[config.mk]
export PLATFORM = sky130hd
export DESIGN_NAME = instr_fetch_unit
export DESIGN_NICKNAME = d
export VERILOG_FILES = /design/src/rtl/instr_fetch_unit_pkg.sv /design/src/rtl/fetch_buffer.sv /design/src/rtl/instr_fetch_unit.sv
export SDC_FILE = /design/constraint.sdc
export NUM_CORES = 1
export LEC_CHECK = 0
export ABC_CLOCK_PERIOD_IN_PS = 9100
export CAP_MARGIN = 40
export CORE_ASPECT_RATIO = 1.2
export CORE_MARGIN = 1
export CORE_UTILIZATION = 53
export DETAILED_ROUTE_END_ITERATION = 10
export HOLD_SLACK_MARGIN = 0.12
export MAX_ROUTING_LAYER = met4
export PLACE_DENSITY = 0.81
export SKIP_CTS_REPAIR_TIMING = 1
export SLEW_MARGIN = 25
export SYNTH_ARGS = -nofsm -noshare
export SYNTH_HDL_FRONTEND = slang
export SYNTH_SLANG_ARGS = --single-unit
[constraint.sdc]
create_clock -name clk -period 9.1 [get_ports clk]
set_input_delay 1.82 -clock clk [delete_from_list [all_inputs] [get_ports clk]]
set_output_delay 1.82 -clock clk [all_outputs]
set_load 0.005 [all_outputs]
[src/rtl/instr_fetch_unit_pkg.sv]
// Shared types and constants for the instruction fetch unit.
package instr_fetch_unit_pkg;

    localparam int unsigned XLEN = 32;

    // Byte stride between consecutive instruction words.
    localparam logic [XLEN-1:0] PC_INC = 32'd4;

    typedef enum logic [1:0] {
        StResetWait = 2'd0,
        StRun       = 2'd1,
        StFault     = 2'd2
    } ifu_state_e;

    typedef struct packed {
        logic [XLEN-1:0] instr;
        logic [XLEN-1:0] pc;
    } fetch_entry_t;

endpackage

[src/rtl/fetch_buffer.sv]
// Fetch buffer: small FIFO of {instr, pc} entries with a synchronous flush.
// DEPTH must be a power of two so the pointers wrap naturally.
module fetch_buffer
    import instr_fetch_unit_pkg::*;
#(
    parameter int unsigned DEPTH = 2,
    localparam int unsigned PtrW = (DEPTH > 1) ? $clog2(DEPTH) : 1,
    localparam int unsigned CntW = $clog2(DEPTH + 1)
) (
    input  logic            clk,
    input  logic            reset,
    input  logic            flush,
    input  logic            push,
    input  fetch_entry_t    push_data,
    input  logic            pop,
    output fetch_entry_t    head,
    output logic [CntW-1:0] count
);

    fetch_entry_t    mem_q [DEPTH];
    logic [PtrW-1:0] wr_ptr_q;
    logic [PtrW-1:0] rd_ptr_q;
    logic [CntW-1:0] count_q;
    logic            empty;
    logic            full;
    logic            push_ok;
    logic            pop_ok;

    assign empty   = (count_q == '0);
    assign full    = (count_q == CntW'(DEPTH));
    assign pop_ok  = pop && !empty;
    assign push_ok = push && (!full || pop_ok);
    assign head    = mem_q[rd_ptr_q];
    assign count   = count_q;

    // Pointer and occupancy tracking; flush empties the buffer at the next edge.
    always_ff @(posedge clk) begin
        if (reset || flush) begin
            wr_ptr_q <= '0;
            rd_ptr_q <= '0;
            count_q  <= '0;
        end else begin
            if (push_ok) wr_ptr_q <= wr_ptr_q + 1'b1;
            if (pop_ok)  rd_ptr_q <= rd_ptr_q + 1'b1;
            unique case ({push_ok, pop_ok})
                2'b10:   count_q <= count_q + 1'b1;
                2'b01:   count_q <= count_q - 1'b1;
                default: count_q <= count_q;
            endcase
        end
    end

    // Entry storage; contents are only observed through a valid head.
    always_ff @(posedge clk) begin
        if (push_ok && !flush && !reset) mem_q[wr_ptr_q] <= push_data;
    end

endmodule

[src/rtl/instr_fetch_unit.sv]
// Instruction fetch unit: credit-limited requests to instruction memory, in-order
// response buffering, and redirect handling that discards stale responses.
// Optional macro IFU_MISALIGN_TRAP_EN: a misaligned redirect target enters a sticky
// fault state instead of being silently word-aligned.
module instr_fetch_unit
    import instr_fetch_unit_pkg::*;
#(
    parameter logic [31:0] RESET_PC  = 32'h0000_0000,
    parameter int unsigned BUF_DEPTH = 2
) (
    input  logic            clk,
    input  logic            reset,
    output logic            imem_req,
    output logic [XLEN-1:0] imem_addr,
    input  logic            imem_gnt,
    input  logic            imem_rvalid,
    input  logic [XLEN-1:0] imem_rdata,
    input  logic            redirect,
    input  logic [XLEN-1:0] redirect_pc,
    output logic            if_valid,
    input  logic            if_ready,
    output logic [XLEN-1:0] if_instr,
    output logic [XLEN-1:0] if_pc,
    output logic            fault
);

    localparam int unsigned CntW  = $clog2(BUF_DEPTH + 1);
    localparam int unsigned CntW1 = CntW + 1;

    ifu_state_e      state_q, state_d;
    logic [XLEN-1:0] fetch_pc_q, fetch_pc_d;
    logic [XLEN-1:0] resp_pc_q, resp_pc_d;
    logic [CntW-1:0] outstanding_q, outstanding_d;
    logic [CntW-1:0] drop_q, drop_d;
    logic [CntW-1:0] buf_count;
    logic [CntW:0]   inflight;
    logic [XLEN-1:0] target_pc;
    logic            misaligned;
    logic            trap_en;
    logic            redirect_take;
    logic            trap;
    logic            accepted;
    logic            resp_live;
    logic            resp_drop;
    logic            push;
    logic            pop;
    fetch_entry_t    push_entry;
    fetch_entry_t    head_entry;

`ifdef IFU_MISALIGN_TRAP_EN
    assign trap_en    = 1'b1;
    assign target_pc  = redirect_pc;
    assign misaligned = (redirect_pc[1:0] != 2'b00);
`else
    assign trap_en    = 1'b0;
    assign target_pc  = redirect_pc & ~32'd3;
    assign misaligned = 1'b0;
`endif

    assign redirect_take = redirect && (state_q != StFault);
    assign trap          = redirect_take && misaligned;
    assign accepted      = imem_req && imem_gnt;
    // With nothing outstanding a response is stale (e.g. from before reset): ignore it.
    assign resp_live     = imem_rvalid && (outstanding_q != '0);
    assign resp_drop     = resp_live && (drop_q != '0);
    assign push          = resp_live && (drop_q == '0) && !redirect_take;
    assign pop           = if_valid && if_ready;

    // Credit counts the slot freed by this cycle's pop so streaming has no bubbles.
    assign inflight = {1'b0, outstanding_q} + {1'b0, buf_count} - {{CntW{1'b0}}, pop};

    assign imem_addr        = fetch_pc_q;
    assign push_entry.instr = imem_rdata;
    assign push_entry.pc    = resp_pc_q;
    assign if_instr         = if_valid ? head_entry.instr : '0;
    assign if_pc            = if_valid ? head_entry.pc : '0;

    fetch_buffer #(
        .DEPTH(BUF_DEPTH)
    ) u_fetch_buffer (
        .clk      (clk),
        .reset    (reset),
        .flush    (redirect_take),
        .push     (push),
        .push_data(push_entry),
        .pop      (pop),
        .head     (head_entry),
        .count    (buf_count)
    );

    // FSM state register.
    always_ff @(posedge clk) begin
        if (reset) state_q <= StResetWait;
        else       state_q <= state_d;
    end

    // FSM next state; FAULT is sticky until reset.
    always_comb begin
        state_d = state_q;
        unique case (state_q)
            StResetWait: state_d = trap ? StFault : StRun;
            StRun:       if (trap) state_d = StFault;
            StFault:     state_d = StFault;
            default:     state_d = StResetWait;
        endcase
    end

    // FSM outputs: requests only in RUN, never during a redirect, and within credit.
    always_comb begin
        imem_req = 1'b0;
        if_valid = 1'b0;
        fault    = 1'b0;
        unique case (state_q)
            StRun: begin
                imem_req = !redirect && (inflight < CntW1'(BUF_DEPTH));
                if_valid = (buf_count != '0);
            end
            StResetWait: if_valid = (buf_count != '0);
            StFault:     fault    = trap_en;
            default:     ;
        endcase
    end

    // Datapath next state: fetch PC, response PC, outstanding and discard counters.
    always_comb begin
        fetch_pc_d    = fetch_pc_q;
        resp_pc_d     = resp_pc_q;
        outstanding_d = outstanding_q + CntW'(accepted) - CntW'(resp_live);
        drop_d        = drop_q;
        if (redirect_take) begin
            fetch_pc_d = target_pc;
            resp_pc_d  = target_pc;
            // Everything still in flight after this edge belongs to the old stream.
            drop_d     = outstanding_d;
        end else begin
            if (accepted)  fetch_pc_d = fetch_pc_q + PC_INC;
            if (push)      resp_pc_d  = resp_pc_q + PC_INC;
            if (resp_drop) drop_d     = drop_q - 1'b1;
        end
    end

    // Datapath registers.
    always_ff @(posedge clk) begin
        if (reset) begin
            fetch_pc_q    <= RESET_PC;
            resp_pc_q     <= RESET_PC;
            outstanding_q <= '0;
            drop_q        <= '0;
        end else begin
            fetch_pc_q    <= fetch_pc_d;
            resp_pc_q     <= resp_pc_d;
            outstanding_q <= outstanding_d;
            drop_q        <= drop_d;
        end
    end

endmodule

==> After elaboration in Yosys (flattened, before gate mapping) <==
Memories as Yosys holds them, arrays and structs flattened. A register that Yosys moved wholly into a read port is not among the register bits.
Cells that the tools add are included.
{ "op_classes": {"addsub": 11, "order_cmp": 1, "n_eq_ne": 6, "mux": 16, "reduce_logical": 31} }
{ "ops": {"columns": ["cell", "count"], "rows": [
  ["two-way mux 32 bit", 6],
  ["adder 32 x 3 -> 32 bit (second input constant)", 2],
  ["nonzero test 2 bit", 7],
  ["logical AND 1 bit", 12],
  ["equality test 2 bit (second input constant)", 3],
  ["zero test 2 bit", 3],
  ["two-way mux 1 bit", 6],
  ["case mux 2 bit (3 select lines)", 1],
  ["zero test 1 bit", 5],
  ["equality test 2 x 1 -> 1 bit (second input constant)", 2],
  ["two-way mux 2 bit", 2],
  ["case mux 2 bit (2 select lines)", 1],
  ["OR reduction 2 bit", 2],
  ["subtractor 2 x 1 -> 2 bit (second input constant)", 2],
  ["adder 2 x 2 -> 3 bit", 1],
  ["< comparator 3 x 2 -> 1 bit (second input constant)", 1],
  ["subtractor 3 x 1 -> 3 bit", 1],
  ["adder 1 bit (second input constant)", 2],
  ["adder 2 x 1 -> 2 bit", 1],
  ["adder 2 x 1 -> 2 bit (second input constant)", 1],
  ["logical OR 1 bit", 2],
  ["inequality test 2 bit (second input constant)", 1],
  ["subtractor 2 x 1 -> 2 bit", 1]
]} }
{ "word_totals": {"register_bits": 74, "ramBits": 128, "in_bits": 70, "out_inout_bits": 99, "wordCells": 76, "memories": 1} }
{ "memory_table": {"columns": ["name", "depth", "width", "rd", "rd_ports_with_merged_regs", "wr", "line", "text"], "rows": [
  ["u_fetch_buffer.mem_q", 2, 64, 1, 1, 1, "fetch_buffer.sv:20", "fetch_entry_t mem_q [DEPTH];"]
]} }

==> Logic depth before layout (Yosys ltp) <==
Gate-level depths: netlist of the first run.
{ "logic_depth": {"ltp_word": 12, "depth_mapped": 19, "depth_no_buf": 16} }

==> Hierarchy <==
A second synthesis of the first run with hierarchy kept.
{ "unflattened": {"cells_unflattened": 690, "hier_area_um2": 8660.8} }
{ "modules_own_cells": {"columns": ["mod", "n_inst", "cells_per_inst", "area_each_um2", "seq_area_each_um2"], "rows": [
  ["fetch_buffer", 1, 223, 4832.1, 3943.8],
  ["instr_fetch_unit", 1, 467, 3828.7, 1321.3]
]} }

==> Worst setup path after synthesis of the first run <==
No wires, ideal clock.
{ "synth_path": {"kind": "in2reg", "startpoint": "input port redirect", "endpoint": "memory u_fetch_buffer.mem_q[1][10] (netlist name), enable pin", "setup_ns": 0.571, "t_arrival_ns": 7.276, "required_time_ns": 8.529, "slack_ns": 1.252, "cell_stages": 6, "n_path_buf": 2, "path_cell_list": "buf_2 -> inv_1 -> clkbuf_1 -> o32ai_1 -> or2_2 -> nor3b_1"} }
{ "synth_between": {"elab_chain_len": 8} }
{ "synth_rtl": {"columns": ["item", "line", "text"], "rows": [
  ["start: declaration", "instr_fetch_unit.sv:18", "input logic redirect,"],
  ["logical AND 1 bit (*)", "instr_fetch_unit.sv:60", "assign redirect_take = redirect && (state_q != StFault);"],
  ["zero test 1 bit (*)", "fetch_buffer.sv:55, instr_fetch_unit.sv:66", null],
  ["logical AND 1 bit", "instr_fetch_unit.sv:66", "assign push = resp_live && (drop_q == '0) && !redirect_take;"],
  ["logical AND 1 bit", "fetch_buffer.sv:32", "assign push_ok = push && (!full || pop_ok);"],
  ["logical AND 1 bit (*) (2 in a row)", "fetch_buffer.sv:55", "if (push_ok && !flush && !reset) mem_q[wr_ptr_q] <= push_data;"],
  ["two-way mux 1 bit (*)", "fetch_buffer.sv:55", null],
  ["two-way mux 1 bit (not written as such) (*)", "fetch_buffer.sv:55", null],
  ["end: declaration", "fetch_buffer.sv:20", null]
]} }
Mark *: on every way between the ends. The rest lies on a longest branch, timed or not.

==> Final worst setup path of the first run <==
{ "layout_path": {"startpoint": "input port if_ready", "endpoint": "output port imem_req"} }
{ "layout_between": {"elab_chain_len": 5} }
{ "layout_rtl": {"columns": ["item", "line", "text"], "rows": [
  ["start: declaration", "instr_fetch_unit.sv:21", "input logic if_ready,"],
  ["logical AND 1 bit", "instr_fetch_unit.sv:67", "assign pop = if_valid && if_ready;"],
  ["subtractor 3 x 1 -> 3 bit", "instr_fetch_unit.sv:70", "assign inflight = {1'b0, outstanding_q} + {1'b0, buf_count} - {{CntW{1'b0}}, pop};"],
  ["< comparator 3 x 2 -> 1 bit", "instr_fetch_unit.sv:115", "imem_req = !redirect && (inflight < CntW1'(BUF_DEPTH));"],
  ["logical AND 1 bit", "instr_fetch_unit.sv:115", null],
  ["two-way mux 1 bit", "instr_fetch_unit.sv:113", "unique case (state_q)"],
  ["end: declaration", "instr_fetch_unit.sv:13", "output logic imem_req,"]
]} }
Every way passes these cells.

==> reports/metrics.cfg, run 1 <==
[cts]
clock_latency_ns=0.43
root_buffer=clkbuf_16
htreeDepth=4
cts_buffers=17
clockBufferDepth=2
cts_tree=yes
path_clk_slew_ns=0.07
cts.sinks=195

[synth]
yosys.area_share.xor_xnor=0.0214
ys_ff_latch=195
yosys.area_share.simple=0.159
synth_compound_area_frac=0.129
synthAdderAreaFrac=0.0133
ys_warn_count=0
muxShareOfSynthArea=0.0689
synth_top_cell_area_share=0.414
synth_commonest_cells=edfxtp_1, nor2_1, dfxtp_1
netlist_area_sq_um=9000
syn_inst=795
syn_avg_cell_area_sq_um=11.3
synth_top_family_by_area=simple AND/OR/NAND/NOR gates
yosys-top-cells-area=edfxtp_1, dfxtp_1, mux2i_1
yosysMostFrequentCell=edfxtp_1
ys_seq_area_frac=0.572
netlist.top_cell.by_area=edfxtp_1
async_flop_share=0
synth-edff-count=124
synth_ff_type=edfxtp_1
synth.distinct_cells=61

[floorplan]
core.rowCount=51
core_sq_um=16400
die-area_sq_um=17500
pin_count=169
chipHeight_um=145
start_util=0.549
die_w_um=121

[hold_path]
hold_depth=1
min_path_type=flip-flop to flip-flop

[global_route]
antenna_found_initial=0
grt_overflow=0
track_usage=0.251
grt_pass1_wl_um=33000
grt_max_degree=63
grt_pass1_vias=6431

[route]
wire_per_inst_um=18.0
detail_route.vias_per_cell=5.98
wl_met1_um=8790
wl_met2_um=10300
vias=6937
firstDrtPassIters=5
wl_met3_um=1190
ant_nets=0
highest_layer=met4
drt-total-wl_um=20800
drt_iter0_markers=610
drc_errors=0

[status]
outcome=completed

[sta]
skew_ns=0.00932
relSlewSlack=0.440
grt_setup_unrepaired=no
worstMarginPinSlew_ns=0.833
finalHoldViolCount=0
setup_viol=0
drv_slew=0
fin_crit_sh=0.688
finalSetupTns_ns=0
fmax_ghz=0.160
layout_min_cycle_time_ns=6.26

[pwr]
p_leak_nw=3.61
totalPowerFinal_mw=2.03
power_density_nw_per_um2=178
vdd_drop_max_mv=0.127

[worst_setup_path]
critPathArrivalTime_ns=4.44
critPathKind=input port to output pin
reg2regPathDepth=16
critPathMaxStageDelay_ns=0.61
cp_common_cell=clkdlybuf4s50_1
crit_fanout=7
required_ns=7.28
critical-path-top-delay-family=buffers and inverters
cp_slowest_cell=xnor2_1
worst-path-buf-inv=2
path_depth=8
worst_setup_path_start_kind=input port
critPathCaptureType=output pin
path_cells=clkdlybuf4s50_1 -> and2_1 -> ha_1 -> nand2b_1 -> fa_1 -> xnor2_1 -> nor2_1 -> clkdlybuf4s50_1

[final_layout]
drive_gt1_frac=0.0612
final_nets=1014
seq_area_sq_um=5150
area_delta_synth_final_pct=27.1
multiInputGateArea_sq_um=3570
nFillCells=1182
num_antenna_cells=0

[placement]
gp_congestion=0.913
dp_hpwl_um=13900
port_buffers=161

[run]
drv_cap=0

## per-layer routing
layer  up-vias  global-route usage
li1       3343                   -
met5         -                   -
met3        45              0.0458
met4         0               0.104
met2       283               0.414
met1      3266               0.304
## cells by family after synthesis
family,count (synthesis)
xor+xnor,22
other cells,1
fa+ha+maj,9
simple gates,264
buf+inv,74
flops,195
compound gates,168
mux,62
## path summary, 6_finish.rpt
kind	from	to	slack (ns)
worst max register to register	state_q[1]	drop_q[1]	5.35
worst min-delay path	state_q[1]	state_q[0]	0.49
worst max-delay path	if_ready	imem_req	2.84
worst min register to register	state_q[1]	state_q[0]	0.49
## area by class of cell
cell class                 count  area share
clock inverter                12      0.0122
timing repair buffer         173       0.154
multi-input combinational    530       0.312
sequential                   195       0.450
tap                          212      0.0232
clock buffer                  20      0.0419
inverter                      18     0.00612
## through the flow
step	util	hold WS (ns)	cell area, sq um	std cells	setup slack [ns]
detailed placement	0.656	0.477	10800	1125	2.89
global route	0.698	0.532	11400	1160	2.67
floorplan	-	0.420	9020	799	1.25
global placement	0.653	0.466	10700	1122	2.90
finish	0.698	0.493	11400	1160	2.84
CTS	0.694	0.492	11400	1157	2.87
## power by group
part / total [mW] / switching, mW / internal, mW / leakage [nW]
Sequential: 1.02 / 0.0435 / 0.980 / 1.71
Clock: 0.769 / 0.327 / 0.443 / 0.303
Combinational: 0.239 / 0.120 / 0.120 / 1.60
## cells in the final DEF (no fill, tap or decap), types with 23 or more instances in the layout
cell type | Yosys | layout
mux2i_1 | 62 | 62
dfxtp_1 | 71 | 70
nor2_1 | 91 | 90
nand4_1 | 24 | 24
a211oi_1 | 23 | 23
clkdlybuf4s50_1 | 0 | 161
edfxtp_1 | 124 | 124
o21ai_0 | 34 | 34
a21oi_1 | 23 | 23
nor3_1 | 24 | 23
## sequential cells by signal (all words and copies together) (netlist names), named ones only
name / count
u_fetch_buffer.mem_q: 124
imem_addr: 30
resp_pc_q: 30
drop_q: 2
outstanding_q: 2
state_q: 2
u_fetch_buffer.count: 2
u_fetch_buffer.rd_ptr_q: 1
u_fetch_buffer.wr_ptr_q: 1
No activity file was read; power rests on OpenSTA's default activity.
==> run 2: changes to the inputs <==
- ABC_CLOCK_PERIOD_IN_PS: 9100 -> 6080
- clock period: 9.1 -> 6.08 ns (I/O delays scaled with it)
==> reports/metrics.cfg, run 2 (synthesis gave the netlist of run 1 again) <==
[status]
outcome=completed

[placement]
dp_hpwl_um=14000  ; +1.2%
port_buffers=161  ; unchanged
dp_slack_ns=1.07  ; -1.82 ns
dp.cells=1123  ; -0.18%
gp_congestion=0.928  ; +1.6%

[global_route]
grt_max_degree=63  ; unchanged
grt_pass1_wl_um=33400  ; +1.2%
grt_pass1_vias=6563  ; +2.1%
antenna_found_initial=0  ; unchanged
track_usage=0.254  ; +0.00338
grt_overflow=0  ; unchanged

[floorplan]
start_util=0.549  ; unchanged
die-area_sq_um=17500  ; unchanged
chipHeight_um=145  ; unchanged
core_sq_um=16400  ; unchanged
core.rowCount=51  ; unchanged
die_w_um=121  ; unchanged
pin_count=169  ; unchanged

[sta]
finalSetupTns_ns=0  ; unchanged
setup_slack_ns=1.05  ; -1.78 ns
finalHoldViolCount=0  ; unchanged
grt_setup_unrepaired=no
fin_crit_sh=0.827
drv_slew=0  ; unchanged
relSlewSlack=0.447  ; +0.00736
fmax_ghz=0.199
skew_ns=0.00985  ; +0.000530 ns
setup_viol=0  ; unchanged
worstMarginPinSlew_ns=0.823  ; -0.00970 ns
layout_min_cycle_time_ns=5.03
whs_ns=0.493  ; +0.000357 ns

[cts]
clock_latency_ns=0.43  ; about the same
clockBufferDepth=2  ; unchanged
cts_tree=yes
root_buffer=clkbuf_16
cts.sinks=195  ; unchanged
path_clk_slew_ns=0.07  ; about the same
cts_buffers=17  ; unchanged
htreeDepth=4  ; unchanged

[final_layout]
final_nets=1014  ; unchanged
largest_reg_flops=124  ; unchanged
stdcell_count=1160  ; unchanged
layout_common_cells=clkdlybuf4s50_1, edfxtp_1, nor2_1
largest_register=u_fetch_buffer.mem_q
nFillCells=1227  ; +3.8%
area_delta_synth_final_pct=26.9
num_antenna_cells=0  ; unchanged
drive_gt1_frac=0.0612  ; unchanged
mostFrequentLayoutCell=clkdlybuf4s50_1

[worst_setup_path]
worst_setup_path_start_kind=input port
critPathCaptureType=output pin
required_ns=4.86  ; -2.42 ns
ff2ff_setup_slack_ns=2.27  ; -3.08 ns
critPathArrivalTime_ns=3.81  ; -0.63 ns
crit_fanout=7  ; unchanged
critPathKind=input port to output pin
r2r-end=drop_q[1]
r2r-start=state_q[1]
reg2regPathDepth=16  ; unchanged

[route]
firstDrtPassIters=5  ; unchanged
drc_errors=0  ; unchanged
drt_iter0_markers=701  ; +15%
ant_nets=0  ; unchanged
vias=6938  ; +0.014%
detail_route.vias_per_cell=5.98  ; about the same
wire_per_inst_um=18.1  ; +0.52%
drt-total-wl_um=20900  ; +0.52%

[run]
drv_cap=0  ; unchanged

[pwr]
vdd_drop_max_mv=0.185  ; +45%
p_sw_frac=0.250  ; +0.00868
seq_power_share=0.507  ; +0.004
pwr-share-clk=0.374  ; -0.005
totalPowerFinal_mw=3.02  ; +49%
p_switching_mw=0.754  ; +54%
power_density_nw_per_um2=264  ; +49%
p_comb_frac=0.119  ; about the same
p_int_mw=2.26  ; +47%
p_leak_nw=3.60  ; -0.36%

[hold_path]
hp-start=state_q[1]
min_path_type=flip-flop to flip-flop
whs_endpoint=state_q[0]
hold_depth=1  ; unchanged

## run 2: cell count changes in the layout (fill, tap and decap cells not counted), sizes merged
cell | previous run | this run
clkbuf | 20 | 18
inv | 23 | 25
buf | 12 | 11
clkinvlp | 1 | 2
## run 2: cell type report
cell class,count,area (sq um),area share
tap,212,265,0.0232
clock buffer,17,425,0.0373
clock inverter,15,170,0.0149
timing repair buffer,173,1760,0.154
inverter,18,70.1,0.00614
sequential,195,5150,0.451
multi-input combinational,530,3580,0.314
## run 2: per-stage QoR
stage,instance area (sq um),utilization
3_3_place_gp,10700,0.654
6_report,11400,0.696
5_1_grt,11400,0.696
4_1_cts,11300,0.692
3_5_place_dp,10800,0.656
2_1_floorplan,9030,-
## run 2: worst max path at each step
stage,start,to,cells past startpoint
2_1_floorplan,redirect,u_fetch_buffer.mem_q[1][10],6
3_3_place_gp,if_ready,imem_req,8
3_5_place_dp,if_ready,imem_req,8
4_1_cts,if_ready,imem_req,8
5_1_grt,if_ready,imem_req,8
6_report,if_ready,imem_req,8
## run 2: layer usage
metal | track usage | vias to the layer above | part of all wire
li1 | - | 3344 | -
met2 | 0.417 | 245 | 0.49
met5 | - | - | 0
met3 | 0.0451 | 38 | 0.054
met1 | 0.310 | 3311 | 0.43
met4 | 0.107 | 0 | 0.027
## run 2: power groups by stage
stage	Sequential, mW	Combinational, mW	Clock (mW)
after floorplan	1.54	0.214	0
after global placement	1.56	0.339	0
after detailed placement	1.56	0.350	0
after CTS	1.53	0.354	1.15
after global routing	1.54	0.396	1.21
final	1.53	0.358	1.13
## run 2: worst max-delay path, cell delays in order
cell             delay [ns]
clkdlybuf4s50_1        0.44
and2_1                 0.15
ha_1                   0.26
nand2b_1               0.15
fa_1                   0.51
nand4bb_1              0.32
nor2_1                 0.22
clkdlybuf4s50_1        0.53
==> run 3: changes to the inputs <==
- ABC_CLOCK_PERIOD_IN_PS: 6080 -> 4680
- clock period: 6.08 -> 4.68 ns (I/O delays scaled with it)
==> reports/metrics.cfg, run 3 (synthesis gave the netlist of run 1 again) <==
[sta]
drv_slew=0  ; unchanged
skew_ns=0.0179  ; +0.00807 ns
layout_min_cycle_time_ns=4.50
finalSetupTns_ns=0  ; unchanged
worstMarginPinSlew_ns=0.750  ; -0.0727 ns
finalHoldViolCount=0  ; unchanged
grt_setup_unrepaired=no
relSlewSlack=0.496  ; +0.0491
fmax_ghz=0.222
setup_viol=0  ; unchanged
fin_crit_sh=0.962

[worst_setup_path]
critical-path-top-delay-family=buffers and inverters
critPathKind=input port to output pin
worst_setup_path_start_kind=input port
critPathCaptureType=output pin
ff2ff_setup_slack_ns=1.21  ; -1.06 ns
path_cells=clkdlybuf4s50_1 -> and2_1 -> ha_1 -> nand2b_1 -> fa_1 -> xnor2_1 -> nor2_1 -> clkdlybuf4s50_1
required_ns=3.74  ; -1.12 ns
critPathMaxStageDelay_ns=0.64  ; +0.11 ns
cp_common_cell=clkdlybuf4s50_1
worst-path-buf-inv=2  ; unchanged
critPathArrivalTime_ns=3.57  ; -0.24 ns
crit_fanout=7  ; unchanged
cp_slowest_cell=xnor2_1

[final_layout]
drive_gt1_frac=0.0660  ; +0.00486
nFillCells=1269  ; +3.4%
num_antenna_cells=0  ; unchanged
layout_common_cells=clkdlybuf4s50_1, edfxtp_1, nor2_1
utilization=0.697  ; +0.000992
largest_reg_flops=124  ; unchanged
area_delta_synth_final_pct=27.0
largest_register=u_fetch_buffer.mem_q
final_nets=1020  ; +0.59%
mostFrequentLayoutCell=clkdlybuf4s50_1

[route]
ant_nets=0  ; unchanged
firstDrtPassIters=10  ; +5
vias=6965  ; +0.39%
wire_per_inst_um=17.7  ; -1.8%
detail_route.vias_per_cell=5.97  ; -0.13%
drt_iter0_markers=616  ; -12%
drc_errors=0  ; unchanged
drt-total-wl_um=20700  ; -1.3%

[cts]
cts.sinks=195  ; unchanged
htreeDepth=4  ; unchanged
cts_tree=yes
cts_buffers=17  ; unchanged
clock_latency_ns=0.43  ; about the same
path_clk_slew_ns=0.07  ; about the same
root_buffer=clkbuf_16
clockBufferDepth=2  ; unchanged

[global_route]
grt_overflow=0  ; unchanged
grt_use_met3=0.0474  ; +0.00235
grt_max_degree=63  ; unchanged
track_usage=0.249  ; -0.00511
antenna_found_initial=0  ; unchanged
grt_pass1_wl_um=32700  ; -2.0%
top_usage_layer=met2
grtUsageMet1=0.304  ; -0.00604
grt_pass1_vias=6332  ; -3.5%
met2_usage=0.408  ; -0.00932

[placement]
port_buffers=161  ; unchanged
gp_congestion=0.944  ; +1.8%
dp_hpwl_um=13900  ; -0.62%

[hold_path]
min_path_type=flip-flop to flip-flop

[status]
outcome=completed

[pwr]
power_density_nw_per_um2=338  ; +28%
vdd_drop_max_mv=0.252  ; +36%
p_leak_nw=3.62  ; +0.44%

[floorplan]
core.rowCount=51  ; unchanged
die_w_um=121  ; unchanged
chipHeight_um=145  ; unchanged
die-area_sq_um=17500  ; unchanged
start_util=0.549  ; unchanged
pin_count=169  ; unchanged
core_sq_um=16400  ; unchanged

[run]
drv_cap=0  ; unchanged

-- run 3: changes by cell type in the layout (fill, tap and decap cells not counted) --
cell	change
buf_2	+1
buf_4	+6
buf_8	-1
bufinv_16	-1
clkbuf_2	-1
clkdlybuf4s18_2	+1
clkinv_1	+1
clkinv_2	-1
clkinv_4	+2
clkinvlp_4	-1
inv_6	+1
inv_8	-1
-- run 3: through the flow --
stage	hold WS, ns	area [sq um]	worst slack (ns)	power, mW	instances
4_1_cts	0.504	11400	0.184	3.88	1165
3_5_place_dp	0.490	10900	0.202	2.49	1133
2_1_floorplan	0.420	9040	0.746	2.28	799
5_1_grt	0.527	11400	0.0350	4.03	1166
6_report	0.495	11400	0.178	3.86	1166
3_3_place_gp	0.467	10800	0.270	2.47	1130
-- run 3: report_power, final --
part / internal, mW / switching [mW] / total (mW)
registers: 1.90 / 0.0849 / 1.99
logic: 0.238 / 0.232 / 0.470
clock network: 0.749 / 0.652 / 1.40
total: 2.89 / 0.969 / 3.86
-- run 3: metal layers --
metal,vias up,routed length [um]
met4,0,563
met3,43,1200
met2,286,10100
met1,3281,8770
li1,3355,-
met5,-,0
-- run 3: path summary, 6_finish.rpt --
path	to	start	depth (start not counted)
worst max-delay path	imem_req	if_ready	8
worst min-delay path	state_q[0]	state_q[1]	1
worst max register to register	drop_q[1]	state_q[1]	16
worst min register to register	state_q[0]	state_q[1]	1
-- run 3: cell type report --
type / count / area (sq um) / share of cell area
Inverter: 18 / 70.1 / 0.00613
Tap cell: 212 / 265 / 0.0232
Clock inverter: 15 / 146 / 0.0128
Clock buffer: 17 / 425 / 0.0372
Timing Repair Buffer: 179 / 1800 / 0.157
Multi-Input combinational cell: 530 / 3580 / 0.313
Sequential cell: 195 / 5150 / 0.450
-- run 3: worst reg2reg max path, cell delays in order (launching register included) --
cell and delay [ns]:
dfxtp_1 0.41, o21bai_4 0.16, inv_1 0.09, and2_1 0.16, ha_1 0.27, nand2b_1 0.16
fa_1 0.50, nor4bb_1 0.27, and3_1 0.27, inv_4 0.04, ha_1 0.26, inv_1 0.04
ha_1 0.17, xor2_1 0.15, xnor2_1 0.19, nor2_1 0.06, o21a_1 0.19
